==> src/rtl/spi_regfile_peripheral.sv <==
// SPI mode-0 peripheral exposing a small register file. Write frames commit when nCS rises.
// Read frames shift the addressed register out on CIPO.
module spi_regfile_peripheral #(
    parameter int NUM_REGS = 5,
    parameter int DATA_W   = 8,
    parameter int ADDR_W   = 7
) (
    input  logic                       clk,
    input  logic                       rst,
    input  logic                       SCLK,
    input  logic                       COPI,
    input  logic                       nCS,
    output logic                       CIPO,
    output logic                       cipo_oe,
    output logic [NUM_REGS*DATA_W-1:0] regs_flat,
    output logic                       wr_strobe,
    output logic [ADDR_W-1:0]          wr_addr,
    output logic [7:0]                 err_cnt
);

    localparam int CMD_W   = ADDR_W + 1;
    localparam int FRAME_W = CMD_W + DATA_W;
    localparam int CNT_W   = $clog2(FRAME_W + 1);
    localparam logic [CNT_W-1:0] LAST_ADDR_CNT  = CNT_W'(ADDR_W);
    localparam logic [CNT_W-1:0] FIRST_DATA_CNT = CNT_W'(CMD_W);
    localparam logic [CNT_W-1:0] LAST_DATA_CNT  = CNT_W'(FRAME_W - 1);

    typedef enum logic [1:0] { IDLE, CMD, DATA, HOLD } state_t;

    state_t            state;
    logic [2:0]        sclk_sync;
    logic [2:0]        ncs_sync;
    logic              copi_s1;
    logic              copi_s2;
    logic              sclk_rise;
    logic              sclk_fall;
    logic              ncs_rise;
    logic              ncs_fall;
    logic              ncs_low;
    logic [CNT_W-1:0]  bit_cnt;
    logic [CMD_W-1:0]  cmd_sr;
    logic [CMD_W-1:0]  cmd_next;
    logic [DATA_W-1:0] data_sr;
    logic [DATA_W-1:0] rd_sr;
    logic [DATA_W-1:0] rd_shift;
    logic [DATA_W-1:0] rd_word;
    logic [DATA_W-1:0] regs [NUM_REGS];
    logic              cmd_rw;
    logic [ADDR_W-1:0] cmd_addr;
    logic              addr_valid;
    logic              commit_pend;
    logic [ADDR_W-1:0] commit_addr;

    // Index 0 is the first synchroniser flop; index 2 is the edge-detect delay flop.
    always_ff @(posedge clk or posedge rst) begin
        if (rst) begin
            sclk_sync <= 3'b000;
            ncs_sync  <= 3'b111;
            copi_s1   <= 1'b0;
            copi_s2   <= 1'b0;
        end else begin
            sclk_sync <= {sclk_sync[1:0], SCLK};
            ncs_sync  <= {ncs_sync[1:0], nCS};
            copi_s1   <= COPI;
            copi_s2   <= copi_s1;
        end
    end

    assign sclk_rise  = sclk_sync[1] & ~sclk_sync[2];
    assign sclk_fall  = ~sclk_sync[1] & sclk_sync[2];
    assign ncs_rise   = ncs_sync[1] & ~ncs_sync[2];
    assign ncs_fall   = ~ncs_sync[1] & ncs_sync[2];
    assign ncs_low    = ~ncs_sync[1];

    assign cmd_next   = (cmd_sr << 1) | CMD_W'(copi_s2);
    assign cmd_rw     = cmd_sr[ADDR_W];
    assign cmd_addr   = cmd_sr[ADDR_W-1:0];
    assign addr_valid = int'(cmd_addr) < NUM_REGS;
    assign rd_shift   = rd_sr << 1;

    // The read word is looked up with the address that is completing on this very edge.
    always_comb begin
        rd_word = '0;
        for (int i = 0; i < NUM_REGS; i++) begin
            if (cmd_next[ADDR_W-1:0] == ADDR_W'(i)) begin
                rd_word = regs[i];
            end
        end
    end

    always_comb begin
        regs_flat = '0;
        for (int i = 0; i < NUM_REGS; i++) begin
            regs_flat[i*DATA_W +: DATA_W] = regs[i];
        end
    end

    always_ff @(posedge clk or posedge rst) begin
        if (rst) begin
            state       <= IDLE;
            bit_cnt     <= '0;
            cmd_sr      <= '0;
            data_sr     <= '0;
            rd_sr       <= '0;
            CIPO        <= 1'b0;
            cipo_oe     <= 1'b0;
            err_cnt     <= 8'd0;
            commit_pend <= 1'b0;
            commit_addr <= '0;
            for (int i = 0; i < NUM_REGS; i++) begin
                regs[i] <= '0;
            end
        end else begin
            commit_pend <= 1'b0;
            if (ncs_rise) begin
                state   <= IDLE;
                CIPO    <= 1'b0;
                cipo_oe <= 1'b0;
                if (state == HOLD) begin
                    if (cmd_rw) begin
                        if (addr_valid) begin
                            for (int i = 0; i < NUM_REGS; i++) begin
                                if (cmd_addr == ADDR_W'(i)) begin
                                    regs[i] <= data_sr;
                                end
                            end
                            commit_pend <= 1'b1;
                            commit_addr <= cmd_addr;
                        end else if (err_cnt != 8'hFF) begin
                            err_cnt <= err_cnt + 8'd1;
                        end
                    end
                end else if (state == CMD || state == DATA) begin
                    if (err_cnt != 8'hFF) begin
                        err_cnt <= err_cnt + 8'd1;
                    end
                end
            end else begin
                case (state)
                    IDLE: begin
                        if (ncs_fall) begin
                            state   <= CMD;
                            bit_cnt <= '0;
                            cmd_sr  <= '0;
                            data_sr <= '0;
                        end
                    end
                    CMD: begin
                        if (sclk_rise && ncs_low) begin
                            cmd_sr  <= cmd_next;
                            bit_cnt <= bit_cnt + 1'b1;
                            if (bit_cnt == LAST_ADDR_CNT) begin
                                state <= DATA;
                                if (!cmd_next[ADDR_W]) begin
                                    rd_sr   <= rd_word;
                                    CIPO    <= rd_word[DATA_W-1];
                                    cipo_oe <= 1'b1;
                                end
                            end
                        end
                    end
                    DATA: begin
                        if (sclk_rise && ncs_low) begin
                            data_sr <= (data_sr << 1) | DATA_W'(copi_s2);
                            bit_cnt <= bit_cnt + 1'b1;
                            if (bit_cnt == LAST_DATA_CNT) begin
                                state   <= HOLD;
                                CIPO    <= 1'b0;
                                cipo_oe <= 1'b0;
                            end
                        end else if (sclk_fall && cipo_oe && bit_cnt != FIRST_DATA_CNT) begin
                            // The falling edge right after the last address bit opens data slot 0.
                            // The MSB is already on CIPO, so that edge must not shift.
                            rd_sr <= rd_shift;
                            CIPO  <= rd_shift[DATA_W-1];
                        end
                    end
                    HOLD: begin
                    end
                    default: state <= IDLE;
                endcase
            end
        end
    end

    always_ff @(posedge clk or posedge rst) begin
        if (rst) begin
            wr_strobe <= 1'b0;
            wr_addr   <= '0;
        end else begin
            wr_strobe <= commit_pend;
            if (commit_pend) begin
                wr_addr <= commit_addr;
            end
        end
    end

endmodule

==> config.mk <==
export PLATFORM = sky130hd
export DESIGN_NAME = spi_regfile_peripheral
export DESIGN_NICKNAME = d
export VERILOG_FILES = /design/src/rtl/spi_regfile_peripheral.sv
export SDC_FILE = /design/constraint.sdc
export NUM_CORES = 1
export LEC_CHECK = 0
export CORE_UTILIZATION = 35
export CTS_CLUSTER_SIZE = 16
export DETAILED_ROUTE_END_ITERATION = 8
export DONT_BUFFER_PORTS = 1
export SLEW_MARGIN = 10
export SYNTH_ARGS = -nofsm -noshare
export SYNTH_HDL_FRONTEND = slang
export SYNTH_SLANG_ARGS = --single-unit
==> constraint.sdc <==
create_clock -name clk -period 9.2 [get_ports clk]
set_input_delay 1.38 -clock clk [delete_from_list [all_inputs] [get_ports clk]]
set_output_delay 1.38 -clock clk [all_outputs]
set_load 0.01 [all_outputs]
==> impl_metrics.json, run 1 <==
{
  "cts_buffer_depth": 2,
  "final_cells": 563,
  "path_class": "flop to flop",
  "clock_latency_ns": 0.36,
  "power_density_nw_per_um2": 216,
  "path_cells": "ha_1, and4b_1, nand2_1, nor3b_2, mux2_2",
  "cts_max_level": 3,
  "port_buffers": 0,
  "num_rows": 42,
  "crit_required_ns": 9.44,
  "endpoint_kind": "flop",
  "initial_utilization": 0.358,
  "clkTransAtPathRegs_ns": 0.07,
  "ys_ff_latch": 104,
  "numCtsBuffers": 9,
  "max_freq_mhz": 361,
  "clkSinkCount": 104,
  "syn_to_final_growth_pct": 10.8,
  "grt_pass1_wl_mm": 17.0,
  "worstMarginPinSlew_ns": 1.11,
  "io_pins": 63,
  "ctsResizeCount": 0,
  "synth_ff_type": "dfrtp_1",
  "antenna_found_initial": 0,
  "drtIter0Drc": 194,
  "p_int_w": 0.000799,
  "drv_cap": 0,
  "fin_util": 0.397,
  "final_layout_size_suffix_gt1_frac": 0.225,
  "clockPowerShare": 0.375,
  "slowest_delay_ns": 0.70,
  "die-area_um2": 14000,
  "p_leak_nw": 2.36,
  "final_hold_viol_count": 0,
  "vias": 3015,
  "finalSetupViolCount": 0,
  "fin_tns_setup_ns": 0,
  "cts_root_buf": "clkbuf_16",
  "async_flop_share": 1.00,
  "slew_viol_final": 0,
  "netlist_area_um2": 4740,
  "rsz0062_at_grt": "no",
  "vias_per_cell": 5.36,
  "cts_hold_buf": 0,
  "finalCritPeriodShare": 0.301,
  "ys_types": 52,
  "min_period_ns": 2.77,
  "gr-total-overflow": 0,
  "nets": 397,
  "gp_congestion": 0.797,
  "placed_cells": 547,
  "ys_seq_area_frac": 0.550,
  "status": "complete, no violations",
  "p_seq_frac": 0.461,
  "grt_pass1_vias": 3132,
  "drc_errors": 0,
  "dieWidth_um": 118,
  "crit_slowest_cell": "nor3b_2",
  "synth_edf_count": 0,
  "p_sw_frac": 0.296,
  "drt_wl_total_mm": 10.3,
  "grt_max_degree": 68,
  "syn-num-nets": 399,
  "ant_nets": 0,
  "syn_area_per_cell_um2": 12.3,
  "fillers": 1299,
  "syn_inst": 384,
  "critPathMaxFanout": 14,
  "grt.total_usage": 0.159,
  "cp-start-kind": "flop",
  "drt-wirelength-per-cell_um": 18.3,
  "tritoncts": "built",
  "p_comb_frac": 0.164,
  "diodes": 0,
  "die_h_um": 118,
  "firstDrtPassIters": 4,
  "slew_headroom": 0.261,
  "post_cts.repair.setup_buffers": 0,
  "core_um2": 13200,
  "ir_drop_v": 0.000114,
  "clock_skew_ns": 0.0109,
  "hpwl_mm": 7.09,
  "yosys_warnings": 0,
  "p_sw_w": 0.000336,
  "crit_arrival_ns": 3.01,
  "hp-class": "flop to flop"
}
## routing by layer
layer,part of all wire,track usage
met5,0,0
met4,0.016,0.0522
met3,0.061,0.0603
met2,0.48,0.260
met1,0.44,0.193
## power groups by stage
stage                     Clock (W)  Combinational [W]  Sequential (W)
final                      0.000426           0.000186        0.000523
after floorplan                   0           0.000150        0.000518
after detailed placement          0           0.000185        0.000532
after CTS                  0.000439           0.000186        0.000523
after global placement            0           0.000179        0.000530
after global routing       0.000460           0.000210        0.000528
## cell usage after synthesis, types with 2 or more instances
cell | count | area share
nor2_1 | 10 | 0.0079
ha_1 | 10 | 0.026
clkbuf_1 | 9 | 0.0071
nor3_1 | 4 | 0.0042
nand4bb_1 | 2 | 0.0047
nand4_1 | 4 | 0.0053
a22oi_1 | 5 | 0.0079
o2bb2ai_1 | 2 | 0.0037
nor2b_1 | 6 | 0.0079
buf_1 | 3 | 0.0024
o21ai_0 | 7 | 0.0074
and3_1 | 3 | 0.0040
inv_1 | 13 | 0.010
mux2_1 | 2 | 0.0047
nand2_1 | 31 | 0.025
o21a_1 | 2 | 0.0032
dfrtp_1 | 101 | 0.53
nor4_1 | 2 | 0.0026
or4_1 | 8 | 0.013
nand2b_1 | 4 | 0.0053
mux2_2 | 61 | 0.14
xnor2_1 | 10 | 0.018
o211ai_1 | 7 | 0.011
o31ai_1 | 3 | 0.0047
mux2i_1 | 13 | 0.027
nand3_1 | 14 | 0.015
buf_2 | 2 | 0.0021
dfstp_2 | 3 | 0.017
a2bb2oi_1 | 2 | 0.0037
a22o_1 | 8 | 0.015
o21ai_1 | 6 | 0.0063
and2_1 | 6 | 0.0079
a21oi_1 | 2 | 0.0021
## path summary, 6_finish.rpt
check | from | endpoint | slack, ns | cells after the start
worst max register to register | ncs_sync[1] | regs_flat[19] | 6.43 | 5
worst min-delay path | copi_s1 | copi_s2 | 0.35 | 0
worst max-delay path | ncs_sync[1] | regs_flat[19] | 6.43 | 5
min in group asynchronous | rst | err_cnt[6] | 0.92 | 1
max in group asynchronous | rst | regs_flat[5] | 7.05 | 2
worst min register to register | copi_s1 | copi_s2 | 0.35 | 0
## layout make-up
cell class              instances  area [um^2]  share of cell area
clock inverters                 6         97.6              0.0186
repair buffers                  1         7.51             0.00143
inverters                      13         51.3             0.00976
flip-flops and latches        104         2610               0.496
clock buffers                  10          239              0.0455
multi-input cells             253         2030               0.387
well taps                     176          220              0.0419
## metrics by stage
| step | setup WS (ns) | cell area [um^2] | total power (W) | hold WS (ns) |
|---|---|---|---|---|
| finish | 6.43 | 5250 | 0.00114 | 0.350 |
| global route | 6.24 | 5250 | 0.00120 | 0.356 |
| CTS | 6.39 | 5250 | 0.00115 | 0.352 |
| detailed placement | 6.39 | 4920 | 0.000717 | 0.336 |
| global placement | 6.47 | 4920 | 0.000709 | 0.336 |
| floorplan | 5.09 | 4740 | 0.000667 | 0.331 |
## worst max-delay path: cells and delay by family, from the launching register on
kind / cells / cell delay (ns)
fa+ha+maj: 1 / 0.50
mux: 1 / 0.41
simple gates: 3 / 1.18
flops: 1 / 0.57
## layout by cell type, fill, tap and decap left out, drive strengths merged, types with 3 or more instances in the layout
cell type	count
a22o	8
a22oi	5
and2	6
and3	3
clkbuf	10
dfrtp	101
dfstp	3
ha	10
inv	16
mux2	63
mux2i	13
nand2	31
nand2b	4
nand3	14
nand4	4
nor2	10
nor2b	6
nor3	4
nor4	3
o211ai	7
o21ai	13
o31ai	3
or4	8
xnor2	10
## sequential cells by signal, summed over array words and instances, names as in the netlist, 2 cells and up
name / cells
ncs_sync: 3
wr_addr: 7
err_cnt: 8
cmd_sr: 8
commit_addr: 7
sclk_sync: 3
bit_cnt: 5
rd_sr: 7
data_sr: 8
state: 2
regs_flat: 40
## kinds of logic after synthesis
kind of cell | Yosys count | synth area share
XOR/XNOR | 10 | 0.0185
AND/OR/NAND/NOR | 103 | 0.119
adder cells (fa/ha/maj) | 10 | 0.0264
buffers and inverters | 27 | 0.0219
AO/OA/AOI/OAI | 54 | 0.0873
flip-flops | 104 | 0.550
multiplexers | 76 | 0.177
No activity file was read; power rests on OpenSTA's default activity.
==> inputs of run 2 (changes only) <==
==> constraint.sdc (replaced) <==
create_clock -name clk -period 2.55 [get_ports clk]
set_input_delay 0.3825 -clock clk [delete_from_list [all_inputs] [get_ports clk]]
set_output_delay 0.3825 -clock clk [all_outputs]
set_load 0.01 [all_outputs]
==> impl_metrics.json, run 2 (synthesized netlist as in run 1, its figures left out) <==
{
  "status": "complete, no violations",
  "drc_errors": 0,
  "drtIter0Drc": 121,
  "firstDrtPassIters": 4,
  "drt-wirelength-per-cell_um": 18.2,
  "rsz0062_at_grt": "no",
  "drv_cap": 0,
  "syn_to_final_growth_pct": 12.2,
  "slew_viol_final": 0,
  "crit_required_ns": 2.79,
  "gr-total-overflow": 0,
  "gp_congestion": 0.856,
  "clkTransAtPathRegs_ns": 0.07,
  "vias_per_cell": 5.36,
  "ir_drop_v": 0.000354,
  "slew_headroom": 0.541,
  "path_class": "flop to flop",
  "critPathMaxFanout": 7,
  "ctsResizeCount": 0,
  "cts_max_level": 3,
  "final_cell_mix": "dfrtp_1, mux2_2, nand2_1",
  "holdPathStages": 0,
  "diodes": 0,
  "worstSetupStartpoint": "state[1]",
  "dieWidth_um": 118,
  "core_um2": 13200,
  "p_leak_nw": 2.40,
  "grt.total_usage": 0.161,
  "clkSinkCount": 104,
  "initial_utilization": 0.358,
  "io_pins": 63,
  "port_buffers": 0,
  "ant_nets": 0,
  "r2r_start": "state[1]",
  "final_cells": 575,
  "final_hold_viol_count": 0,
  "vias": 3084,
  "crit_arrival_ns": 2.60,
  "finalCritPeriodShare": 0.927,
  "max_freq_mhz": 423,
  "endpoint_kind": "flop",
  "min_period_ns": 2.36,
  "fin_tns_setup_ns": 0,
  "hp-class": "input pin to flop",
  "die_h_um": 118,
  "cp-start-kind": "flop",
  "post_cts.repair.setup_buffers": 0,
  "cts_root_buf": "clkbuf_16",
  "hold_path_end": "ncs_sync[0]",
  "hold_start": "nCS",
  "r2r.worst_path.cells": 6,
  "grt_pass1_wl_mm": 17.3,
  "clock_skew_ns": 0.00621,
  "tritoncts": "built",
  "worstMarginPinSlew_ns": 0.678,
  "die-area_um2": 14000,
  "largest_reg_flops": 40,
  "clock_latency_ns": 0.35,
  "power_density_nw_per_um2": 743,
  "r2r_end": "rd_sr[3]",
  "cts_buffer_depth": 2,
  "cts_hold_buf": 0,
  "numCtsBuffers": 9,
  "hpwl_mm": 7.21,
  "final_layout_size_suffix_gt1_frac": 0.248,
  "placed_cells": 560,
  "final_common_cell": "dfrtp_1",
  "finalSetupViolCount": 0,
  "antenna_found_initial": 0,
  "grt_pass1_vias": 3263,
  "num_rows": 42,
  "reg2reg_slack_ns": 0.19,
  "hold_slack_ns": 0.0253,
  "drt_wl_total_mm": 10.5,
  "grt_max_degree": 105,
  "nets": 410
}
[run 2: cell count changes in the layout (fill, tap and decap cells not counted)]
cell / change
clkinv_2: +1
buf_4: +12
clkinvlp_4: +2
bufinv_16: -1
clkbuf_8: -1
inv_6: -1
inv_8: -1
buf_12: +1
clkinv_4: +1
inv_4: -1
[run 2: critical path, cell delays in order (launching register included)]
cell and delay (ns):
dfrtp_1 0.40, inv_1 0.12, ha_1 0.26, inv_1 0.12, o41a_1 0.51, a211oi_4 0.46, mux2_2 0.39
[run 2: area by class of cell]
| class | count | area, um^2 |
|---|---|---|
| flip-flops and latches | 104 | 2610 |
| clock buffers | 9 | 225 |
| inverters | 13 | 52.6 |
| multi-input cells | 253 | 2030 |
| fillers | 1294 | 7920 |
| well taps | 176 | 220 |
| clock inverters | 6 | 68.8 |
| repair buffers | 14 | 118 |
[run 2: stage by stage]
| step | utilization | worst slack [ns] | cell area [um^2] | total power, W |
|---|---|---|---|---|
| floorplan | - | 0.464 | 4750 | 0.00241 |
| global placement | 0.380 | 0.333 | 5030 | 0.00258 |
| detailed placement | 0.380 | 0.196 | 5030 | 0.00262 |
| CTS | 0.402 | 0.190 | 5320 | 0.00401 |
| global route | 0.402 | 0.0592 | 5320 | 0.00417 |
| finish | 0.402 | 0.186 | 5320 | 0.00396 |
[run 2: how the worst max path moves through the flow]
stage                    end  depth (start not counted)
CTS                 rd_sr[3]                          6
floorplan           rd_sr[2]                          6
global placement    rd_sr[6]                          6
detailed placement  rd_sr[3]                          6
finish              rd_sr[3]                          6
global route        rd_sr[2]                          6
[run 2: routing by layer]
layer	global-route usage	routed length [um]
met1	0.191	4510
met2	0.267	5100
met3	0.0483	600
met4	0.0752	271
met5	0	0
[run 2: report_power, final]
group / total [W] / internal [W] / switching (W)
registers: 0.00189 / 0.00174 / 0.000145
clock network: 0.00137 / 0.000760 / 0.000611
logic: 0.000698 / 0.000258 / 0.000439
==> inputs of run 3 (changes only) <==
--- a/config.mk
+++ b/config.mk
@@ -9,6 +9,7 @@
 export CTS_CLUSTER_SIZE = 16
 export DETAILED_ROUTE_END_ITERATION = 8
 export DONT_BUFFER_PORTS = 1
+export MAX_ROUTING_LAYER = met4
 export SLEW_MARGIN = 10
 export SYNTH_ARGS = -nofsm -noshare
 export SYNTH_HDL_FRONTEND = slang
==> impl_metrics.json, run 3 (synthesized netlist as in run 1, its figures left out) <==
{
  "status": "complete, no violations",
  "slew_headroom": 0.519,
  "finalSetupViolCount": 0,
  "endpoint_kind": "flop",
  "drtIter0Drc": 104,
  "ctsResizeCount": 0,
  "initial_utilization": 0.358,
  "gp_congestion": 0.869,
  "dieWidth_um": 118,
  "syn_to_final_growth_pct": 12.2,
  "io_pins": 63,
  "ir_drop_v": 0.000353,
  "gr-total-overflow": 0,
  "post-route-worst-setup-slack_ns": 0.185,
  "die_h_um": 118,
  "drt-wirelength-per-cell_um": 18.2,
  "power_w": 0.00395,
  "p_leak_nw": 2.40,
  "ant_nets": 0,
  "r2r.worst_path.cells": 6,
  "drt_wl_total_mm": 10.4,
  "grt.total_usage": 0.165,
  "critPathMaxFanout": 7,
  "firstDrtPassIters": 4,
  "final_common_cell": "dfrtp_1",
  "diodes": 0,
  "core_um2": 13200,
  "cp-start-kind": "flop",
  "post_cts.repair.setup_buffers": 0,
  "vias_per_cell": 5.35,
  "largest_reg_flops": 40,
  "cts_hold_buf": 0,
  "final_cell_mix": "dfrtp_1, mux2_2, nand2_1",
  "final_area_um2": 5320,
  "finalCritPeriodShare": 0.928,
  "path_class": "flop to flop",
  "drv_cap": 0,
  "antenna_found_initial": 0,
  "vias": 3079,
  "grt_max_degree": 105,
  "final_hold_viol_count": 0,
  "hold_slack_ns": 0.0258,
  "grt_pass1_vias": 3252,
  "final_layout_size_suffix_gt1_frac": 0.248,
  "dp_slack_ns": 0.196,
  "numCtsBuffers": 9,
  "crit_arrival_ns": 2.60,
  "fin_tns_setup_ns": 0,
  "placed_area_um2": 5030,
  "cts_root_buf": "clkbuf_16",
  "grt_pass1_wl_mm": 17.4,
  "cts_buffer_depth": 2,
  "worstMarginPinSlew_ns": 0.710,
  "crit_required_ns": 2.79,
  "port_buffers": 0,
  "power_density_nw_per_um2": 743,
  "num_rows": 42,
  "drc_errors": 0,
  "clock_skew_ns": 0.00601,
  "clock_latency_ns": 0.35,
  "nets": 410,
  "max_freq_mhz": 423,
  "rsz0062_at_grt": "no",
  "tritoncts": "built",
  "clkSinkCount": 104,
  "cts_max_level": 3,
  "clkTransAtPathRegs_ns": 0.07,
  "min_period_ns": 2.37,
  "hpwl_mm": 7.21,
  "r2r_start": "state[1]",
  "slew_viol_final": 0,
  "worstSetupStartpoint": "state[1]",
  "die-area_um2": 14000,
  "hp-class": "input pin to async pin"
}
run 3: cell counts in the layout (fill, tap and decap cells not counted):
No cell type changed its count.
run 3: final timing paths:
check,slack [ns],endpoint
min reg2reg,0.36,copi_s2
max reg2reg,0.18,rd_sr[3]
max in group asynchronous,2.06,bit_cnt[4]
min in group clk,0.03,ncs_sync[0]
max,0.18,rd_sr[3]
min,0.03,regs_flat[27]
run 3: critical path, stage by stage, from the launching register on:
cell      delay (ns)
dfrtp_1         0.40
inv_1           0.12
ha_1            0.26
inv_1           0.11
o41a_1          0.51
a211oi_4        0.46
mux2_2          0.39
run 3: power by group:
group / internal (W) / switching, W
registers: 0.00174 / 0.000143
clock network: 0.000761 / 0.000611
logic: 0.000259 / 0.000437
run 3: layer usage:
layer  track usage  up-vias  wire length [um]
met5             -        -                 0
met4        0.0633        0               235
met3        0.0512       20               633
met2         0.267       68              5150
met1         0.192     1578              4420
li1              -     1413                 -
run 3: layout make-up:
class	count	area, um^2
inverters	13	52.6
clock buffers	9	225
clock inverters	6	68.8
flip-flops and latches	104	2610
fillers	1294	7920
multi-input cells	253	2030
well taps	176	220
repair buffers	14	118
run 3: metrics by stage:
| stage | instances | utilization |
|---|---|---|
| detailed placement | 560 | 0.380 |
| finish | 575 | 0.402 |
| CTS | 575 | 0.402 |
| global placement | 560 | 0.380 |
| global route | 575 | 0.402 |
| floorplan | 384 | - |
